==> config.mk <==
export PLATFORM = sky130hd
export DESIGN_NAME = pool_layer_sched
export DESIGN_NICKNAME = d
export VERILOG_FILES = /design/src/rtl/pool_layer_sched.sv
export SDC_FILE = /design/constraint.sdc
export NUM_CORES = 1
export LEC_CHECK = 0
export ABC_AREA = 1
export BUFFER_PORTS_ARGS = -buffer_cell sky130_fd_sc_hd__buf_4
export CORE_MARGIN = 1.5
export CORE_UTILIZATION = 40
export DETAILED_ROUTE_END_ITERATION = 10
export PLACE_DENSITY = 0.72
export SYNTH_ARGS = -nofsm -noshare
export SYNTH_HDL_FRONTEND = slang
export SYNTH_SLANG_ARGS = --single-unit
==> constraint.sdc <==
create_clock -name clk -period 2.1 [get_ports clk]
set_input_delay 0.105 -clock clk [delete_from_list [all_inputs] [get_ports clk]]
set_output_delay 0.105 -clock clk [all_outputs]
set_load 0.1 [all_outputs]
==> src/rtl/pool_layer_sched.sv <==
// rtl/pool_layer_sched.sv - layer sequencer feeding the pooling engine one channel at a time
// Walks C channels of an FxF map, issues feature reads, aligns engine valids, counts result writes.
module pool_layer_sched #(
  parameter int LWIDTH = 10,
  parameter int AWIDTH = 12,
  parameter int RD_LAT = 1
) (
  input  logic              clk,
  input  logic              xrst,
  input  logic              req,
  input  logic [LWIDTH-1:0] fea_size,
  input  logic [LWIDTH-1:0] pool_size,
  input  logic [LWIDTH-1:0] n_chan,
  input  logic [AWIDTH-1:0] in_base,
  input  logic [AWIDTH-1:0] out_base,
  input  logic              eng_valid,
  input  logic              eng_stop,
  output logic              busy,
  output logic              ack,
  output logic              err,
  output logic [LWIDTH-1:0] cfg_fea_size,
  output logic [LWIDTH-1:0] cfg_pool,
  output logic              mem_re,
  output logic [AWIDTH-1:0] mem_raddr,
  output logic              eng_start,
  output logic              eng_in_valid,
  output logic              eng_in_stop,
  output logic              out_we,
  output logic [AWIDTH-1:0] out_waddr
);
  typedef enum logic [2:0] {S_IDLE, S_START, S_FEED, S_DRAIN, S_DONE} state_t;

  localparam logic [2*LWIDTH-1:0] ONE_W = 1;
  localparam logic [LWIDTH-1:0]   ONE_L = 1;
  localparam logic [AWIDTH-1:0]   ONE_A = 1;

  state_t              state_q, state_d;
  logic [LWIDTH-1:0]   fea_q, fea_d, pool_q, pool_d, nch_q, nch_d, ch_q, ch_d;
  logic [2*LWIDTH-1:0] ff_q, ff_d, pix_q, pix_d;
  logic [AWIDTH-1:0]   base_q, base_d, waddr_q, waddr_d;
  logic [RD_LAT-1:0]   vpipe_q, vpipe_d, spipe_q, spipe_d;
  logic                busy_q, busy_d, ack_q, ack_d, err_q, err_d;
  logic                bad_q, bad_d, hold_q, hold_d;
  logic                cfg_bad, last_pix, last_ch, stop_ok;

  assign cfg_bad  = (pool_size == '0) || (pool_size > fea_size) || (n_chan == '0);
  assign last_pix = (pix_q == ff_q - ONE_W);
  assign last_ch  = (ch_q == nch_q - ONE_L);
  // A stop seen early is held; the channel only closes once every delayed valid has left.
  assign stop_ok  = (eng_stop || hold_q) && (vpipe_q == '0);

  always_ff @(posedge clk or negedge xrst) begin
    if (!xrst) state_q <= S_IDLE;
    else       state_q <= state_d;
  end

  always_comb begin
    state_d = state_q;
    case (state_q)
      S_IDLE:  if (req) state_d = cfg_bad ? S_DONE : S_START;
      S_START: state_d = S_FEED;
      S_FEED:  if (last_pix) state_d = S_DRAIN;
      S_DRAIN: if (stop_ok) state_d = last_ch ? S_DONE : S_START;
      S_DONE:  state_d = S_IDLE;
      default: state_d = S_IDLE;
    endcase
  end

  always_comb begin
    mem_re    = (state_q == S_FEED);
    mem_raddr = mem_re ? base_q + AWIDTH'(pix_q) : '0;
    eng_start = (state_q == S_START);
    out_we    = eng_valid && ((state_q == S_FEED) || (state_q == S_DRAIN));
  end

  assign busy         = busy_q;
  assign ack          = ack_q;
  assign err          = err_q;
  assign cfg_fea_size = fea_q;
  assign cfg_pool     = pool_q;
  assign eng_in_valid = vpipe_q[RD_LAT-1];
  assign eng_in_stop  = spipe_q[RD_LAT-1];
  assign out_waddr    = waddr_q;

  always_comb begin
    fea_d   = fea_q;
    pool_d  = pool_q;
    nch_d   = nch_q;
    ch_d    = ch_q;
    ff_d    = ff_q;
    pix_d   = pix_q;
    base_d  = base_q;
    waddr_d = waddr_q;
    busy_d  = busy_q;
    bad_d   = bad_q;
    hold_d  = hold_q;
    ack_d   = 1'b0;
    err_d   = 1'b0;
    vpipe_d[0] = mem_re;
    spipe_d[0] = mem_re && last_pix;
    for (int i = 1; i < RD_LAT; i++) begin
      vpipe_d[i] = vpipe_q[i-1];
      spipe_d[i] = spipe_q[i-1];
    end
    if (out_we) waddr_d = waddr_q + ONE_A;
    case (state_q)
      S_IDLE: begin
        if (req) begin
          fea_d   = fea_size;
          pool_d  = pool_size;
          nch_d   = n_chan;
          ch_d    = '0;
          ff_d    = (2*LWIDTH)'(fea_size) * (2*LWIDTH)'(fea_size);
          base_d  = in_base;
          waddr_d = out_base;
          busy_d  = 1'b1;
          bad_d   = cfg_bad;
        end
      end
      S_START: begin
        pix_d  = '0;
        hold_d = 1'b0;
      end
      S_FEED: begin
        pix_d = pix_q + ONE_W;
        if (eng_stop) hold_d = 1'b1;
      end
      S_DRAIN: begin
        if (eng_stop) hold_d = 1'b1;
        if (stop_ok && !last_ch) begin
          ch_d   = ch_q + ONE_L;
          base_d = base_q + AWIDTH'(ff_q);
        end
      end
      S_DONE: begin
        busy_d = 1'b0;
        ack_d  = 1'b1;
        err_d  = bad_q;
      end
      default: ;
    endcase
  end

  always_ff @(posedge clk or negedge xrst) begin
    if (!xrst) begin
      fea_q   <= '0;
      pool_q  <= '0;
      nch_q   <= '0;
      ch_q    <= '0;
      ff_q    <= '0;
      pix_q   <= '0;
      base_q  <= '0;
      waddr_q <= '0;
      vpipe_q <= '0;
      spipe_q <= '0;
      busy_q  <= 1'b0;
      ack_q   <= 1'b0;
      err_q   <= 1'b0;
      bad_q   <= 1'b0;
      hold_q  <= 1'b0;
    end else begin
      fea_q   <= fea_d;
      pool_q  <= pool_d;
      nch_q   <= nch_d;
      ch_q    <= ch_d;
      ff_q    <= ff_d;
      pix_q   <= pix_d;
      base_q  <= base_d;
      waddr_q <= waddr_d;
      vpipe_q <= vpipe_d;
      spipe_q <= spipe_d;
      busy_q  <= busy_d;
      ack_q   <= ack_d;
      err_q   <= err_d;
      bad_q   <= bad_d;
      hold_q  <= hold_d;
    end
  end
endmodule
==> results summary <==
The run finished, with violations left. The checks that failed: setup timing. In this run the critical register-to-register path is launched from base_q[5]. The number of global-route vias before repair came out at 10242. The analysis attributes to cell leakage a power of 7.70 nW. The height of the die came out at approximately 160 um. The worst hold path belongs to the class in2reg. The repair_antennas step left the layout with diodes totalling 0. The post-DP HPWL is 22300 um. At the end of routability-driven placement, the weighted congestion stood at 0.903.

The number of distinct library cells after synthesis came out at 50. The slack of the critical path is -1620 ps. The maximum frequency from static timing analysis is 0.269 GHz. Setup repair after global routing could not meet its margin everywhere. The peak per-stage delay on the critical path is about 490 ps.

The number of antenna violations at the first check in global routing came out at 0. Summing all placed instances gives a cell area of 0.0130 mm^2. CTS placed an instance of clkbuf_16 at the clock tree root. The worst-case hold slack is 5.82 ps.

The H-tree was split into 3 levels. The floorplan has 58 rows. The final count of negative-setup-slack endpoints is 41.

The worst reg-to-reg path cell count came out at 11. No sink is reached through more buffers than the 2 on the longest clock path. The worst-margin pin slew is 1020 ps. The worst-case vdd ir drop came out at 1.03 mV. The detailed router finished its first iteration with around 840 violations. The maximum number of pins on one net before global-route repair came out at 50. In the post-synthesis netlist, the biggest area contributors are dfrtp_1 27%, nand2_1 14%, ha_1 10%. The post-synthesis cell count is 1435. After clock tree synthesis, the clock-pin slew on the worst setup and hold paths is 100 ps. The leading register cell type out of synthesis is dfrtp_1.

At the end of the flow, the number of nets in the layout was around 1900. The worst register-to-register path ends at base_q[6]. The worst setup path is launched from an input pin. The number of remaining DRC errors is 0.

The via count of the routed design is ~11000. The instance count on the critical path is 18. The number of I/O port buffers came out at 110.

The signal on the critical path passes through buf_12, nand2_4, fa_1, fa_1, inv_1, fa_1, fa_1, inv_1, fa_1, inv_2, ha_4, nand2_2, nor4_2, nand2_1, nand4_1, nand2_1, nand3_2, nand2_1. The overall routed net length is 32000 um. For this run the aggregate overflow at the end of global routing stands at 0. The first-pass iteration count of the detailed router came out at 6. The detail-routed net length per standard cell came out at 15.4 um.

The share of layout cells above drive strength 1 came out at around a third. Grouping stages by cell kind, the critical path spends the most delay in adder cells. The max-slew violation total from the final report came out at 0. Among all cell types in the netlist, the one instantiated most often is nand2_1.

The final-layout setup total negative slack came out at -23860 ps. In this run the remaining antenna-violating nets after routing total 0. The routed via count divided by cell count came out at approximately 5.1. The number of primary I/O pins is between 100 and 150. The core area came out at around 0.025 mm^2. After synthesis the netlist holds a flip-flop and latch count of 112. At the later pin of the worst-skew pair, clock insertion delay measures a little under 400 ps. The CTS tree is built. The mean instance size in the synthesized netlist is 7.15 um^2. The routed design could run at a clock period as short as 3720 ps.

The x dimension of the die came out at 163 um. The critical path in this run is classified as in2reg. The setup check on the worst reg-to-reg path leaves a slack of -70 ps. The die footprint came out at 0.0266 mm^2. The critical path contains buffers and inverters numbering 4 combined. The total power after layout came out at 23.5 mW. Once the floorplan was initialized, standard cells occupied 40.8% of the core. The synthesized net count came out at 1627. The first-pass GRT wire length came out at 49300 um. The worst clock skew is between 15 and 20 ps.

In this run the most critical hold path is launched from pool_size[4]. The sink count of the clock tree came out at between 100 and 150. The critical path's slowest cell is fa_1.

Tracing the worst setup path back leads to its startpoint at fea_size[9]. The cell area after technology mapping is a little over 0.01 mm^2. The sequential-to-total area share from yosys stat came out at 27.3%. The critical path's most frequent cell is fa_1.

Data on the critical path is required at its endpoint by 2370 ps. The count of cells along the worst hold path is 3. The area share of the leading cell type in the synthesized netlist is 27.3%. The peak fanout along the critical path is 9. The signal arrival time at the worst endpoint is about 4000 ps. The power per standard cell area is approximately 1500 mW/mm^2. The Yosys step of the flow raised 0 warnings. Following the worst setup path forward leads to its endpoint at ff_q[16]. The number of enable flip-flop cells after synthesis is 0. The hold violation count in the final report was 0. The post-layout utilization of the core came out at 60.7%. The area of all placed cells without fillers came out at 0.0153 mm^2. The proportion of synthesized flip-flops having asynchronous set or reset came out at between 90% and 100%. The post-route fraction of the period consumed by the critical path is 177%. The number of clock buffers inserted by TritonCTS is 9.

The total routing resource utilization after global routing came out at between 20% and 30%. Max-cap violations in this run came to 0. The worst slew margin relative to its limit came out at 31.6%. dfrtp_1 takes more of the synthesized area than any other cell. The area growth from synthesis to layout is 48.9%.

The critical path endpoint category is a flip-flop. By count the netlist is led by 389 x nand2_1, 210 x inv_1, 122 x nor2_1.
sequential cells by signal, summed over array words and instances (netlist names), 3 cells and up:
signal        flops
ff_q             18
cfg_pool         10
ch_q             10
base_q           12
cfg_fea_size     10
state_q           3
pix_q            20
out_waddr        12
nch_q            10
cell families after synthesis:
kind of cell	after synthesis	synth area share [%]
muxes	2	0.195
buffers and inverters	260	9.89
AOI/OAI and AO/OA	193	10.2
and+or+nand+nor	681	28.0
xor gates and xnor gates	54	4.68
DFF	112	27.3
adders and majority gates	133	19.7
area by class of cell:
class | count | area [um^2]
repair buffers | 329 | 3000
well taps | 330 | 413
clock inverters | 7 | 92.6
clock buffers | 9 | 225
inverters | 221 | 833
fillers | 2074 | 9900
multi-input cells | 1063 | 7910
flip-flops and latches | 112 | 2820
through the flow:
| stage | setup slack (ps) | cells |
|---|---|---|
| after floorplan | -1850 | 1435 |
| after global placement | -1960 | 1977 |
| after detailed placement | -2050 | 1977 |
| after CTS | -1560 | 2043 |
| after global routing | -1760 | 2071 |
| final | -1620 | 2071 |
cells in the final DEF (no fill, tap or decap), drive strengths merged, types with 32 or more instances in the layout:
cell type,instances
nand2,393
buf,303
inv,223
nor2,130
dfrtp,112
o21ai,100
nand3,95
ha,85
a21oi,62
fa,48
xor2,32
how the worst min path moves through the flow:
stage | slack, ps | to
global route | 20 | cfg_pool[2]
finish | 6 | cfg_pool[4]
global placement | 190 | nch_q[2]
CTS | 6 | cfg_pool[4]
floorplan | -190 | ack
detailed placement | 180 | nch_q[1]
power breakdown:
| part | switching, mW | total, mW | internal [mW] | leakage (nW) |
|---|---|---|---|---|
| combinational | 10.9 | 17.7 | 6.88 | 6.14 |
| sequential | 0.901 | 3.86 | 2.96 | 1.41 |
| clock | 0.990 | 1.86 | 0.873 | 0.150 |
metal layers:
layer  GRT usage (%)  wire, um
met1            28.9     13500
met3            2.11      1270
met2            41.9     16600
met4            6.09       618
met5               0         0
what timing repair did:
action / 4_1_cts / 5_1_grt
endpoints found under the setup margin: 48 / 56
buffers inserted: 30 / 31
gates resized for setup: 161 / 167
pin swaps: 75 / 66
hold buffers: 22 / 0
cloned: 0 / 5
hold endpoints to repair: 65 / 0
worst reg2reg max path, stage by stage, from the launching register on:
cell and delay (ps):
dfrtp_1 440, buf_4 160, buf_4 130, ha_1 340, nand2_1 90, o21ai_1 220, a21oi_2 60, buf_4 140
xor2_1 120, o21ai_0 280, nand2_4 70, nand2_1 60
(Power assumes the default switching activity.)
